$ cat config.mk
export PLATFORM = sky130hd
export DESIGN_NAME = arbitro_mux2a1
export DESIGN_NICKNAME = d
export VERILOG_FILES = /design/src/rtl/arbitro_mux2a1.sv
export SDC_FILE = /design/constraint.sdc
export NUM_CORES = 1
export LEC_CHECK = 0
export BUFFER_PORTS_ARGS = -buffer_cell sky130_fd_sc_hd__buf_2
export CAP_MARGIN = 20
export CELL_PAD_IN_SITES_DETAIL_PLACEMENT = 1
export CELL_PAD_IN_SITES_GLOBAL_PLACEMENT = 1
export CORE_UTILIZATION = 35
export DETAILED_ROUTE_END_ITERATION = 10
export MAX_ROUTING_LAYER = met4
export PLACE_DENSITY = 0.79
export SETUP_SLACK_MARGIN = 0.4
export SYNTH_ARGS = -nofsm -noshare
export SYNTH_HDL_FRONTEND = slang
export SYNTH_SLANG_ARGS = --single-unit
$ cat constraint.sdc
create_clock -name clk -period 6 [get_ports clk]
set_clock_uncertainty 0.05 [all_clocks]
set_input_delay 0.3 -clock clk [delete_from_list [all_inputs] [get_ports clk]]
set_output_delay 0.3 -clock clk [all_outputs]
set_load 0.03 [all_outputs]
$ cat src/rtl/arbitro_mux2a1.sv
// Round-robin arbiter for two requesters sharing one 2:1 mux channel,
// with bounded bursts and a one-entry registered valid/ready output stage.
module arbitro_mux2a1 #(
    parameter int ANCHO      = 8,
    parameter int MAX_RAFAGA = 4
) (
    input  logic             clk,
    input  logic             rst_n,
    input  logic             solicitud_x,
    input  logic [ANCHO-1:0] dato_x,
    output logic             listo_x,
    input  logic             solicitud_y,
    input  logic [ANCHO-1:0] dato_y,
    output logic             listo_y,
    output logic             selector,
    output logic [1:0]       concesion,
    output logic [ANCHO-1:0] salida,
    output logic             salida_valida,
    input  logic             salida_listo
);

    typedef enum logic [1:0] {
        LIBRE,
        SERVIR_X,
        SERVIR_Y
    } estado_t;

    localparam logic [7:0] TOPE = 8'(MAX_RAFAGA - 1);

    estado_t    estado, estado_sig;
    logic [7:0] cuenta, cuenta_sig;
    logic       ultimo, ultimo_sig;
    logic       libre_sal;
    logic       tx_x, tx_y;

    assign libre_sal = !salida_valida || salida_listo;
    assign listo_x   = (estado == SERVIR_X) && libre_sal;
    assign listo_y   = (estado == SERVIR_Y) && libre_sal;
    assign tx_x      = listo_x && solicitud_x;
    assign tx_y      = listo_y && solicitud_y;
    assign concesion = {estado == SERVIR_Y, estado == SERVIR_X};

    always_comb begin
        estado_sig = estado;
        cuenta_sig = cuenta;
        ultimo_sig = ultimo;
        unique case (estado)
            LIBRE: begin
                if (solicitud_x && solicitud_y)
                    estado_sig = ultimo ? SERVIR_X : SERVIR_Y;
                else if (solicitud_x)
                    estado_sig = SERVIR_X;
                else if (solicitud_y)
                    estado_sig = SERVIR_Y;
            end
            SERVIR_X: begin
                if (!solicitud_x) begin
                    estado_sig = solicitud_y ? SERVIR_Y : LIBRE;
                    ultimo_sig = 1'b0;
                    cuenta_sig = '0;
                end else if (tx_x) begin
                    if (cuenta == TOPE) begin
                        cuenta_sig = '0;
                        if (solicitud_y) begin
                            estado_sig = SERVIR_Y;
                            ultimo_sig = 1'b0;
                        end
                    end else begin
                        cuenta_sig = cuenta + 8'd1;
                    end
                end
            end
            SERVIR_Y: begin
                if (!solicitud_y) begin
                    estado_sig = solicitud_x ? SERVIR_X : LIBRE;
                    ultimo_sig = 1'b1;
                    cuenta_sig = '0;
                end else if (tx_y) begin
                    if (cuenta == TOPE) begin
                        cuenta_sig = '0;
                        if (solicitud_x) begin
                            estado_sig = SERVIR_X;
                            ultimo_sig = 1'b1;
                        end
                    end else begin
                        cuenta_sig = cuenta + 8'd1;
                    end
                end
            end
            default: begin
                estado_sig = LIBRE;
                cuenta_sig = '0;
            end
        endcase
    end

    always_ff @(posedge clk or negedge rst_n) begin
        if (!rst_n) begin
            estado <= LIBRE;
            cuenta <= '0;
            ultimo <= 1'b1;
        end else begin
            estado <= estado_sig;
            cuenta <= cuenta_sig;
            ultimo <= ultimo_sig;
        end
    end

    // selector tracks the granted side and keeps its value while idle
    always_ff @(posedge clk or negedge rst_n) begin
        if (!rst_n)
            selector <= 1'b0;
        else if (estado_sig == SERVIR_X)
            selector <= 1'b0;
        else if (estado_sig == SERVIR_Y)
            selector <= 1'b1;
    end

    always_ff @(posedge clk or negedge rst_n) begin
        if (!rst_n) begin
            salida        <= '0;
            salida_valida <= 1'b0;
        end else if (tx_x) begin
            salida        <= dato_x;
            salida_valida <= 1'b1;
        end else if (tx_y) begin
            salida        <= dato_y;
            salida_valida <= 1'b1;
        end else if (salida_listo) begin
            salida_valida <= 1'b0;
        end
    end

endmodule

==> metrics.txt, run 1 <==
# TYPE chip_impl_metric gauge
chip_impl_info{name="hp-class",value="primary input to flop"} 1
chip_impl_metric{name="port_buffers",unit=""} 34
chip_impl_metric{name="max_cap_violation_count",unit=""} 0
chip_impl_info{name="grt_setup_unrepaired",value="no"} 1
chip_impl_metric{name="dr_vias_cell",unit=""} 5.40
chip_impl_info{name="crit_path_cell_trace",value="inv_1 > ha_1 > nand2_1 > o221ai_1 > o21bai_1 > ha_1 > nand2_1 > o21ai_0"} 1
chip_impl_metric{name="die_ar",unit="µm²"} 3890
chip_impl_info{name="cts_tree",value="yes"} 1
chip_impl_info{name="slowest_stage_cell_cp",value="dfrtp_1"} 1
chip_impl_metric{name="total_count_of_max_transition_violations_in_the_final_report",unit=""} 0
chip_impl_metric{name="hold-worst-slack",unit="ns"} 0.226
chip_impl_metric{name="asyncSetResetFlopFracSynth",unit=""} 1.00
chip_impl_metric{name="timing.final.hold_violations",unit=""} 0
chip_impl_metric{name="critical-path-max-stage-delay",unit="ns"} 0.46
chip_impl_metric{name="yosys.area_share.simple",unit=""} 0.175
chip_impl_info{name="global_route.peak_usage_layer",value="met2"} 1
chip_impl_metric{name="yosys.area_share.xor_xnor",unit=""} 0.0343
chip_impl_info{name="synth_top_family_by_area",value="compound AO/OA/AOI/OAI gates"} 1
chip_impl_metric{name="clock_tree.buffer_depth",unit=""} 2
chip_impl_metric{name="synth-warning-count",unit=""} 0
chip_impl_info{name="timing.critical_path.to_type",value="flop"} 1
chip_impl_metric{name="seq_area_frac_synth",unit=""} 0.413
chip_impl_info{name="yosys_most_used_dff",value="dfrtp_1"} 1
chip_impl_metric{name="synth_edf_count",unit=""} 0
chip_impl_metric{name="clock-sinks",unit=""} 21
chip_impl_metric{name="power.ir.vdd_worst",unit="mV"} 0.214
chip_impl_metric{name="num_vias",unit=""} 1167
chip_impl_info{name="timing.critical_path.from_type",value="flop"} 1
chip_impl_info{name="status",value="completed"} 1
chip_impl_metric{name="grt_util_met3",unit=""} 0.0349
chip_impl_metric{name="avgSynthCellArea",unit="µm²"} 9.24
chip_impl_metric{name="coreArea",unit="µm²"} 3420
chip_impl_metric{name="grt_first_pass_wirelength",unit="mm"} 5.60
chip_impl_metric{name="fin_tns_setup",unit="ns"} 0
chip_impl_metric{name="report.final.setup_viol",unit=""} 0
chip_impl_metric{name="drc_errors",unit=""} 0
chip_impl_metric{name="power.density",unit="nW/µm²"} 463
chip_impl_metric{name="slew_headroom",unit=""} 0.571
chip_impl_metric{name="gpl.final_weighted_congestion",unit=""} 0.806
chip_impl_metric{name="grt_util_all_layers",unit=""} 0.190
chip_impl_metric{name="cts_buffers",unit=""} 3
chip_impl_metric{name="die_y",unit="µm"} 62.4
chip_impl_metric{name="grt-ovfl-total",unit=""} 0
chip_impl_metric{name="clkSlewWorstSetupHoldPaths",unit="ns"} 0.13
chip_impl_metric{name="final.period_utilization",unit=""} 0.382
chip_impl_metric{name="first_global_vias",unit=""} 1191
chip_impl_metric{name="worst_ep_arrival_time",unit="ns"} 2.45
chip_impl_metric{name="maxClockFrequency",unit="MHz"} 436
chip_impl_metric{name="detailedPlacementHpwl",unit="mm"} 2.50
chip_impl_metric{name="grt_use_met1",unit=""} 0.234
chip_impl_metric{name="ios",unit=""} 35
chip_impl_metric{name="n_antenna_cell",unit=""} 0
chip_impl_metric{name="effective_utilization_at_floorplan",unit=""} 0.373
chip_impl_info{name="timing_worst_setup_path_type",value="flop to flop"} 1
chip_impl_metric{name="data_required_time_of_the_worst_path",unit="ns"} 6.16
chip_impl_metric{name="wl_per_cell",unit="µm"} 15.4
chip_impl_info{name="root_buffer",value="clkbuf_4"} 1
chip_impl_metric{name="net_count_of_the_mapped_netlist",unit=""} 165
chip_impl_metric{name="core.rowCount",unit=""} 21
chip_impl_metric{name="total_leakage_power",unit="nW"} 0.647
chip_impl_info{name="synth_top_cell_by_area",value="dfrtp_1"} 1
chip_impl_metric{name="htree_levels",unit=""} 1
chip_impl_metric{name="fraction_of_layout_cells_with_a_size_suffix_above_1",unit=""} 0.271
chip_impl_metric{name="die_width",unit="µm"} 62.4
chip_impl_metric{name="drt_iter0_drc",unit=""} 25
chip_impl_metric{name="number_of_flip_flops_and_latches_in_the_synthesized_netlist",unit=""} 21
chip_impl_metric{name="cts_resized",unit=""} 0
chip_impl_metric{name="timing.final.crit_period",unit="ns"} 2.29
chip_impl_metric{name="grt_max_degree",unit=""} 22
chip_impl_info{name="ys_top_cells_by_area",value="dfrtp_1, ha_1, a2111oi_2, nor2_1, o22ai_1"} 1
chip_impl_metric{name="worstMarginPinSlew",unit="ns"} 0.643
chip_impl_metric{name="grt_util_met2",unit=""} 0.312
chip_impl_metric{name="routed_wl",unit="mm"} 3.33
chip_impl_metric{name="detail-route-antenna-nets",unit=""} 0
chip_impl_metric{name="area_growth_syn_to_layout",unit="%"} 17.8
chip_impl_metric{name="postSynthCellCount",unit=""} 138
chip_impl_metric{name="worst_skew_pair.late_latency",unit="ns"} 0.32
chip_impl_metric{name="drt_pre_antenna_iters",unit=""} 4
chip_impl_metric{name="synth_area",unit="µm²"} 1270
chip_impl_metric{name="synth_compound_gate_area_share",unit=""} 0.263
chip_impl_metric{name="synth_top_area_share",unit=""} 0.393
chip_impl_metric{name="worst-path-max-fanout",unit=""} 12
chip_impl_metric{name="synth_cell_type_count",unit=""} 40
chip_impl_metric{name="synthMuxAreaShare",unit=""} 0.00785
chip_impl_metric{name="synth_adder_area_share",unit=""} 0.0589
chip_impl_metric{name="antenna_found_initial",unit=""} 0
chip_impl_metric{name="nets",unit=""} 198
## through the flow
stage	utilization	power [mW]	area, µm²	worst slack [ns]	instances
global placement	0.429	0.610	1460	3.82	211
finish	0.440	0.696	1500	3.71	216
floorplan	-	0.525	1270	3.84	138
detailed placement	0.429	0.624	1460	3.74	211
global route	0.440	0.749	1500	3.48	216
CTS	0.440	0.700	1500	3.72	216
## layer usage
| metal | vias to the layer above | wire (µm) |
|---|---|---|
| met5 | - | 0 |
| met3 | 6 | 134 |
| met1 | 559 | 1530 |
| li1 | 568 | - |
| met4 | 0 | 61 |
| met2 | 34 | 1600 |
## path summary, 6_finish.rpt
check / start / to / slack, ns / depth (start not counted)
worst max-delay path: estado[1] / selector / 3.71 / 8
worst min-delay path: dato_y[7] / salida[7] / 0.23 / 3
worst max register to register: estado[1] / selector / 3.71 / 8
worst min register to register: selector / selector / 0.45 / 2
max in group asynchronous: rst_n / ultimo / 5.16 / 2
min in group asynchronous: rst_n / cuenta[6] / 0.39 / 2
## power breakdown
group          internal (mW)  total [mW]  switching (mW)  leakage (nW)
combinational          0.131       0.398           0.268         0.370
sequential             0.191       0.225          0.0344         0.259
clock                 0.0250      0.0722          0.0472        0.0177
## worst max-delay path, delay by kind of cell, from the launching register on
kind	cells	cell delay, ns
DFF	1	0.46
buffers and inverters	1	0.13
adders and majority gates	2	0.61
and+or+nand+nor	2	0.37
AOI/OAI and AO/OA	3	0.56
## sequential cells by signal, indices dropped and copies added, names as in the netlist
register / flops
estado: 2
ultimo: 1
selector: 1
salida_valida: 1
salida: 8
cuenta: 8
## cells in the mapped netlist, drive strengths merged, types with 2 or more instances
| library cell | n |
|---|---|
| a21boi | 2 |
| dfrtp | 20 |
| xnor2 | 5 |
| a2bb2oi | 2 |
| a21oi | 10 |
| nand3 | 5 |
| nor2b | 2 |
| nand2 | 9 |
| buf | 4 |
| nand4 | 2 |
| inv | 6 |
| ha | 6 |
| a2111oi | 4 |
| and2 | 2 |
| clkbuf | 3 |
| nor2 | 17 |
| o22ai | 9 |
| nand2b | 3 |
| o21ai | 11 |
## timing repair
item | 4_1_cts | 5_1_grt
hold endpoints to repair | 20 | 0
hold buffers | 1 | 0
buffers inserted | 0 | 0
## layout make-up
class                           instances  area [µm²]
Tap cell                               46        57.6
Clock inverter                          1        5.00
Fill cell                             418        1910
Inverter                                6        22.5
Clock buffer                            3        22.5
Sequential cell                        21         527
Multi-Input combinational cell        104         687
Timing Repair Buffer                   35         180
## cells by family (layout without fill, tap and decap cells)
group                    Yosys count  after routing
buffers and inverters             13             45
adder cells (fa/ha/maj)            6              6
multiplexers                       1              1
AND/OR/NAND/NOR                   45             45
AO/OA/AOI/OAI                     47             47
flip-flops                        21             21
XOR/XNOR                           5              5
## cells in the final DEF (no fill, tap or decap), types with 2 or more instances in the layout
master	netlist	final
and2_1	2	2
a2bb2oi_1	2	2
nand4_1	2	2
nand2b_1	3	3
a21oi_1	10	10
a2111oi_2	4	4
a21boi_1	2	2
nor2_1	16	16
xnor2_1	5	5
o21ai_1	4	4
nor2b_1	2	2
buf_2	1	34
ha_1	6	6
o21ai_0	7	7
dfrtp_1	20	20
inv_1	6	6
nand3_1	5	5
clkbuf_4	0	3
o22ai_1	9	9
nand2_1	9	9
Power figures use the tool's default switching activity.
==> run 2: changes to the inputs <==
ABC_AREA = 1   (was not set)
CORE_UTILIZATION = 34   (was 35)
PLACE_DENSITY = 0.81   (was 0.79)
clock period = 1.87 ns   (was 6 ns; I/O delays follow)
==> run 2 against run 1 <==
Against the previous run:
- the run now ends with negative setup slack left
- hold slack got worse by 0.20 ns
- die area increased by 14%
- sequential power increased to 3.3 times the previous value
- highest routed layer unchanged
==> metrics.txt, run 2 <==
# TYPE chip_impl_metric gauge
chip_impl_metric{name="power.ir.vdd_worst",unit="mV"} 0.750
chip_impl_metric{name="synth_cell_type_count",unit=""} 22
chip_impl_metric{name="combPwrFrac",unit=""} 0.691
chip_impl_metric{name="grt_max_degree",unit=""} 22
chip_impl_metric{name="avgSynthCellArea",unit="µm²"} 7.55
chip_impl_info{name="hp-class",value="primary input to flop"} 1
chip_impl_metric{name="die_width",unit="µm"} 66.6
chip_impl_metric{name="synth_edf_count",unit=""} 0
chip_impl_info{name="timing.critical_path.from_type",value="flop"} 1
chip_impl_metric{name="final.period_utilization",unit=""} 1.04
chip_impl_info{name="status",value="finished, violations left"} 1
chip_impl_metric{name="htree_levels",unit=""} 1
chip_impl_metric{name="postSynthCellCount",unit=""} 188
chip_impl_info{name="layout_common_cells",value="buf_2, nand2_1, buf_4"} 1
chip_impl_metric{name="stdcell_count",unit=""} 310
chip_impl_metric{name="asyncSetResetFlopFracSynth",unit=""} 1.00
chip_impl_metric{name="power_switching_share",unit=""} 0.493
chip_impl_info{name="cp_top_family",value="simple AND/OR/NAND/NOR gates"} 1
chip_impl_info{name="post_synth_most_frequent_cells",value="nand2_1, nor2_1, dfrtp_1, inv_1, nand3_1"} 1
chip_impl_metric{name="worst-path-buf-inv",unit=""} 2
chip_impl_info{name="timing.critical_path.to_type",value="flop"} 1
chip_impl_metric{name="num_vias",unit=""} 1492
chip_impl_metric{name="finalPower",unit="mW"} 3.43
chip_impl_info{name="cts_tree",value="yes"} 1
chip_impl_info{name="largestRegisters",value="cuenta x8, salida x8, estado x2"} 1
chip_impl_metric{name="number_of_flip_flops_and_latches_in_the_synthesized_netlist",unit=""} 21
chip_impl_metric{name="final_core_util",unit=""} 0.566
chip_impl_metric{name="first_global_vias",unit=""} 1497
chip_impl_metric{name="net_count_of_the_mapped_netlist",unit=""} 215
chip_impl_metric{name="pwr-share-clk",unit=""} 0.092
chip_impl_metric{name="total_leakage_power",unit="nW"} 1.11
chip_impl_metric{name="data_required_time_of_the_worst_path",unit="ns"} 1.98
chip_impl_metric{name="total_count_of_max_transition_violations_in_the_final_report",unit=""} 0
chip_impl_metric{name="drt_iter0_drc",unit=""} 31
chip_impl_metric{name="effective_utilization_at_floorplan",unit=""} 0.355
chip_impl_metric{name="clock_tree.buffer_depth",unit=""} 2
chip_impl_metric{name="fin_tns_setup",unit="ns"} -0.0737
chip_impl_metric{name="area_growth_syn_to_layout",unit="%"} 59.5
chip_impl_metric{name="drt_pre_antenna_iters",unit=""} 4
chip_impl_info{name="failed_checks",value="negative setup slack"} 1
chip_impl_metric{name="grt-ovfl-total",unit=""} 0
chip_impl_metric{name="report.final.setup_viol",unit=""} 1
chip_impl_metric{name="ios",unit=""} 35
chip_impl_metric{name="n_antenna_cell",unit=""} 0
chip_impl_metric{name="nets",unit=""} 288
chip_impl_metric{name="power_frac_seq",unit=""} 0.217
chip_impl_metric{name="maxClockFrequency",unit="MHz"} 514
chip_impl_metric{name="antenna_found_initial",unit=""} 0
chip_impl_info{name="synth_top_cell_by_area",value="dfrtp_1"} 1
chip_impl_info{name="crit_path_cell_trace",value="buf_6 > ha_4 > nand2_4 > inv_2 > nand2_2 > nor2_1 > nand2_1 > nand2_1 > nand2_2 > nand2_1 > nand2_1 > ha_1 > nand2_1 > o21ai_1"} 1
chip_impl_metric{name="p_switching",unit="mW"} 1.69
chip_impl_metric{name="drc_errors",unit=""} 0
chip_impl_metric{name="routed_wl",unit="mm"} 5.04
chip_impl_metric{name="synth-warning-count",unit=""} 0
chip_impl_metric{name="max_cap_violation_count",unit=""} 0
chip_impl_metric{name="clkSlewWorstSetupHoldPaths",unit="ns"} 0.09
chip_impl_metric{name="die_ar",unit="µm²"} 4440
chip_impl_metric{name="synth_area",unit="µm²"} 1420
chip_impl_metric{name="synth_top_area_share",unit=""} 0.352
chip_impl_info{name="grt_setup_unrepaired",value="yes"} 1
chip_impl_metric{name="port_buffers",unit=""} 34
chip_impl_metric{name="wl_per_cell",unit="µm"} 16.2
chip_impl_metric{name="worst_skew_pair.late_latency",unit="ns"} 0.27
chip_impl_metric{name="grt_first_pass_wirelength",unit="mm"} 6.78
chip_impl_metric{name="detail-route-antenna-nets",unit=""} 0
chip_impl_metric{name="coreArea",unit="µm²"} 4000
chip_impl_metric{name="timing.final.crit_period",unit="ns"} 1.94
chip_impl_info{name="layout_commonest_cell",value="buf_2"} 1
chip_impl_metric{name="place.detailed.instances",unit=""} 282
chip_impl_metric{name="core.rowCount",unit=""} 23
chip_impl_metric{name="worst-path-max-fanout",unit=""} 3
chip_impl_metric{name="hold-worst-slack",unit="ns"} 0.0245
chip_impl_metric{name="detailedPlacementHpwl",unit="mm"} 2.79
chip_impl_info{name="timing_worst_setup_path_type",value="flop to flop"} 1
chip_impl_metric{name="die_y",unit="µm"} 66.6
chip_impl_metric{name="worstMarginPinSlew",unit="ns"} 0.524
chip_impl_metric{name="layout.area.seq",unit="µm²"} 528
chip_impl_metric{name="timing.final.hold_violations",unit=""} 0
chip_impl_info{name="crit_path_frequent_cell",value="nand2_1"} 1
chip_impl_metric{name="clock-sinks",unit=""} 21
chip_impl_metric{name="fraction_of_layout_cells_with_a_size_suffix_above_1",unit=""} 0.550
chip_impl_info{name="yosys_most_used_dff",value="dfrtp_1"} 1
chip_impl_info{name="ys_top_cells_by_area",value="dfrtp_1, nand2_1, nor2_1, nand3_1, nand2_4"} 1
chip_impl_metric{name="slew_headroom",unit=""} 0.651
chip_impl_metric{name="dr_vias_cell",unit=""} 4.81
chip_impl_info{name="slowest_stage_cell_cp",value="dfrtp_2"} 1
chip_impl_metric{name="num-fill-cells",unit=""} 473
chip_impl_metric{name="cellInternalPower",unit="mW"} 1.74
chip_impl_info{name="root_buffer",value="clkbuf_8"} 1
chip_impl_metric{name="multiInputGateArea",unit="µm²"} 986
chip_impl_metric{name="seq_area_frac_synth",unit=""} 0.371
chip_impl_metric{name="gpl.final_weighted_congestion",unit=""} 0.852
chip_impl_metric{name="grt_util_all_layers",unit=""} 0.206
chip_impl_info{name="post-synth-top-count-cell",value="nand2_1"} 1
chip_impl_metric{name="cts_buffers",unit=""} 3
chip_impl_metric{name="power.density",unit="nW/µm²"} 1520
chip_impl_metric{name="setup_slack",unit="ns"} -0.0737
chip_impl_metric{name="critical-path-max-stage-delay",unit="ns"} 0.42
chip_impl_metric{name="worst_ep_arrival_time",unit="ns"} 2.06
[run 2: tightest hold or removal path: cells and delay by family]
family	cells	cell delay (ns)
simple gates	2	0.14
buf+inv	1	0.08
[run 2: worst paths after layout]
kind	from	to	slack, ns	cells past startpoint
hold reg to reg	ultimo	ultimo	0.42	2
min in group asynchronous	rst_n	cuenta[7]	0.28	2
setup / recovery	estado[0]	selector	-0.07	14
max in group asynchronous	rst_n	estado[0]	1.11	2
setup reg to reg	estado[0]	selector	-0.07	14
hold / removal	dato_y[7]	salida[7]	0.02	3
[run 2: routing by layer]
layer / part of all wire / routed length, µm / GRT usage / vias up
met1: 0.42 / 2120 / 0.227 / 712
met4: 0.011 / 53 / 0.0293 / 0
li1: - / - / - / 736
met3: 0.027 / 137 / 0.0308 / 13
met2: 0.54 / 2730 / 0.394 / 31
met5: 0 / 0 / - / -
[run 2: area by class of cell]
type,count,share of cell area
Multi-Input combinational cell,140,0.435
Clock buffer,3,0.0182
Timing Repair Buffer,70,0.225
Tap cell,50,0.0276
Clock inverter,1,0.00331
Inverter,25,0.0569
Sequential cell,21,0.233
[run 2: repair_timing]
action,4_1_cts,5_1_grt
pin swaps,12,18
buffers inserted,11,8
hold endpoints to repair,24,0
endpoints found under the setup margin,22,24
hold buffers,5,0
gates resized for setup,15,63
[run 2: cells by family (layout without fill, tap and decap cells)]
| family | Yosys count | count (layout) | share of synthesized area |
|---|---|---|---|
| compound gates | 21 | 21 | 0.0802 |
| fa+ha+maj | 6 | 6 | 0.0529 |
| buf+inv | 27 | 99 | 0.0828 |
| flops | 21 | 21 | 0.371 |
| simple gates | 113 | 113 | 0.413 |
[run 2: per-stage QoR]
step | instance area [µm²] | setup WS, ns
floorplan | 1450 | 0.0280
global placement | 1750 | 0.0173
detailed placement | 1750 | -0.0470
CTS | 1970 | 0.0493
global route | 2260 | -0.197
finish | 2260 | -0.0737
[run 2: power groups by stage]
stage	Combinational (mW)	Clock [mW]	Sequential (mW)
6_report	2.37	0.315	0.746
5_1_grt	2.54	0.339	0.763
4_1_cts	1.80	0.325	0.718
3_5_place_dp	1.58	0	0.738
3_3_place_gp	1.55	0	0.734
2_1_floorplan	0.939	0	0.932
==> run 3: changes to the inputs <==
CORE_MARGIN = 10   (was not set)
PLACE_DENSITY = 0.8   (was 0.81)
==> run 3 against run 2 <==
Against the previous run:
- clock-buffer cell count unchanged
- largest power group unchanged
- the flow still finishes with violations (negative setup slack)
- sequential power decreased by 2%
- setup slack got worse by 0.034 ns
- non-clock buffer count increased by 3
- maximum frequency decreased by 1.7%
- total power decreased by 3.1%
- first-iteration DRC count increased by 19%
- sequential share of layout area increased by 0.98 points
- combinational power decreased by 4%
- register-to-register slack got worse by 0.03 ns
- core utilization decreased by 2.7 points
==> metrics.txt, run 3 (synthesis results as in run 2) <==
# TYPE chip_impl_metric gauge
chip_impl_metric{name="gpl.final_weighted_congestion",unit=""} 0.806
chip_impl_metric{name="dr_vias_cell",unit=""} 4.90
chip_impl_info{name="cts_tree",value="yes"} 1
chip_impl_metric{name="fin_tns_setup",unit="ns"} -0.108
chip_impl_metric{name="detailroute.wirelength.met2",unit="mm"} 2.89
chip_impl_metric{name="drt_iter0_drc",unit=""} 37
chip_impl_metric{name="grt_util_all_layers",unit=""} 0.130
chip_impl_metric{name="hold-worst-slack",unit="ns"} 0.0214
chip_impl_metric{name="port_buffers",unit=""} 34
chip_impl_metric{name="n_antenna_cell",unit=""} 0
chip_impl_metric{name="die_width",unit="µm"} 84.6
chip_impl_metric{name="final.period_utilization",unit=""} 1.06
chip_impl_metric{name="dpl_worst_slack",unit="ns"} -0.0690
chip_impl_metric{name="antenna_found_initial",unit=""} 0
chip_impl_metric{name="power.density",unit="nW/µm²"} 1530
chip_impl_metric{name="timing.final.hold_violations",unit=""} 0
chip_impl_info{name="status",value="finished, violations left"} 1
chip_impl_info{name="topRoutingLayerUsed",value="met4"} 1
chip_impl_metric{name="total_count_of_max_transition_violations_in_the_final_report",unit=""} 0
chip_impl_metric{name="data_required_time_of_the_worst_path",unit="ns"} 1.99
chip_impl_metric{name="setup_slack",unit="ns"} -0.108
chip_impl_metric{name="slew_headroom",unit=""} 0.662
chip_impl_metric{name="first_global_vias",unit=""} 1638
chip_impl_info{name="root_buffer",value="clkbuf_8"} 1
chip_impl_metric{name="post-route-cell-area",unit="µm²"} 2170
chip_impl_metric{name="clock-sinks",unit=""} 21
chip_impl_metric{name="critical-path-max-stage-delay",unit="ns"} 0.43
chip_impl_metric{name="placement_cell_area",unit="µm²"} 1760
chip_impl_info{name="timing_worst_setup_path_type",value="flop to flop"} 1
chip_impl_metric{name="worstMarginPinSlew",unit="ns"} 0.508
chip_impl_metric{name="clkSlewWorstSetupHoldPaths",unit="ns"} 0.09
chip_impl_metric{name="worst_skew_pair.late_latency",unit="ns"} 0.27
chip_impl_info{name="grt_setup_unrepaired",value="yes"} 1
chip_impl_info{name="largestRegisters",value="cuenta x8, salida x8, estado x2"} 1
chip_impl_metric{name="worst_ep_arrival_time",unit="ns"} 2.10
chip_impl_metric{name="core.rowCount",unit=""} 23
chip_impl_metric{name="m1WireLength",unit="mm"} 2.22
chip_impl_info{name="crit_path_frequent_cell",value="nand2_1"} 1
chip_impl_metric{name="maxClockFrequency",unit="MHz"} 506
chip_impl_metric{name="grt_max_degree",unit=""} 22
chip_impl_metric{name="die_y",unit="µm"} 84.6
chip_impl_metric{name="drt_pre_antenna_iters",unit=""} 4
chip_impl_metric{name="wl_per_cell",unit="µm"} 17.0
chip_impl_metric{name="nets",unit=""} 291
chip_impl_metric{name="ios",unit=""} 35
chip_impl_metric{name="area_growth_syn_to_layout",unit="%"} 53.0
chip_impl_info{name="layout_common_cells",value="nand2_1, buf_2, buf_4"} 1
chip_impl_metric{name="drc_errors",unit=""} 0
chip_impl_metric{name="coreArea",unit="µm²"} 4030
chip_impl_metric{name="clock_tree.buffer_depth",unit=""} 2
chip_impl_metric{name="timing.final.crit_period",unit="ns"} 1.98
chip_impl_metric{name="worst-path-max-fanout",unit=""} 4
chip_impl_info{name="timing.critical_path.from_type",value="flop"} 1
chip_impl_info{name="hp-class",value="primary input to flop"} 1
chip_impl_metric{name="report.final.setup_viol",unit=""} 1
chip_impl_metric{name="detail-route-antenna-nets",unit=""} 0
chip_impl_metric{name="num_vias",unit=""} 1534
chip_impl_info{name="timing.critical_path.to_type",value="flop"} 1
chip_impl_info{name="slowest_stage_cell_cp",value="dfrtp_1"} 1
chip_impl_metric{name="total_leakage_power",unit="nW"} 1.10
chip_impl_info{name="crit_path_cell_trace",value="buf_4 > ha_4 > nand2_4 > inv_6 > nand2_4 > nor2_2 > nand2_2 > nand2_1 > nand2_1 > a21oi_2 > ha_1 > nand2_1 > o21ai_1"} 1
chip_impl_metric{name="cts_buffers",unit=""} 3
chip_impl_metric{name="htree_levels",unit=""} 1
chip_impl_metric{name="die_ar",unit="µm²"} 7160
chip_impl_metric{name="routed_wl",unit="mm"} 5.33
chip_impl_metric{name="max_cap_violation_count",unit=""} 0
chip_impl_metric{name="power.ir.vdd_worst",unit="mV"} 0.827
chip_impl_metric{name="fraction_of_layout_cells_with_a_size_suffix_above_1",unit=""} 0.479
chip_impl_info{name="layout_commonest_cell",value="nand2_1"} 1
chip_impl_metric{name="detailroute.wirelength.met3",unit="µm"} 134
chip_impl_metric{name="grt-ovfl-total",unit=""} 0
chip_impl_metric{name="detailedPlacementHpwl",unit="mm"} 3.22
chip_impl_info{name="failed_checks",value="negative setup slack"} 1
chip_impl_metric{name="grt_first_pass_wirelength",unit="mm"} 7.57
chip_impl_metric{name="effective_utilization_at_floorplan",unit=""} 0.352
## run 3: cell types whose count changed in the layout (fill, tap and decap cells not counted), moves of 3 or more
| cell | change |
|---|---|
| nand2_1 | +13 |
| nand2_2 | -8 |
| nor2_4 | -5 |
| nand2_4 | -4 |
| nor2_2 | +3 |
## run 3: timing repair
| item | CTS | global route |
|---|---|---|
| hold endpoints to repair | 25 | 0 |
| buffers inserted | 12 | 8 |
| hold buffers | 6 | 0 |
| pin swaps | 7 | 9 |
| resized for setup | 13 | 28 |
| endpoints found under the setup margin | 22 | 23 |
| cloned | 0 | 0 |
## run 3: layout make-up
type | instances | area, µm²
well taps | 50 | 62.6
fillers | 518 | 1860
inverters | 25 | 116
repair buffers | 73 | 548
clock inverters | 1 | 5.00
multi-input cells | 140 | 872
flip-flops and latches | 21 | 528
clock buffers | 3 | 41.3
## run 3: worst paths after layout
| check | start | end | slack [ns] | cells after the start |
|---|---|---|---|---|
| worst max register to register | estado[1] | selector | -0.11 | 13 |
| worst min-delay path | dato_y[4] | salida[4] | 0.02 | 3 |
| worst min register to register | ultimo | ultimo | 0.43 | 2 |
| min in group asynchronous | rst_n | cuenta[7] | 0.26 | 2 |
| max in group asynchronous | rst_n | estado[0] | 1.14 | 2 |
| worst max-delay path | estado[1] | selector | -0.11 | 13 |
## run 3: worst max-delay path: cells and delay by family (launching register included)
family	cells	cell delay (ns)
buffers and inverters	2	0.21
AND/OR/NAND/NOR	7	0.56
flip-flops	1	0.43
adder cells (fa/ha/maj)	2	0.41
AO/OA/AOI/OAI	2	0.23
## run 3: routing by layer
metal  up-vias  GRT usage
met5         -          -
met3         9     0.0193
met1       755      0.145
li1        736          -
met4         0     0.0464
met2        34      0.230
## run 3: per-stage QoR
stage	utilization	cells	total power [mW]
after floorplan	-	188	1.87
after global placement	0.436	283	2.32
after detailed placement	0.436	283	2.37
after CTS	0.498	305	2.97
after global routing	0.539	313	3.58
final	0.539	313	3.33
## run 3: power breakdown
part | total, mW | switching (mW) | internal, mW
Clock | 0.329 | 0.180 | 0.149
Sequential | 0.730 | 0.115 | 0.615
Combinational | 2.27 | 1.31 | 0.960
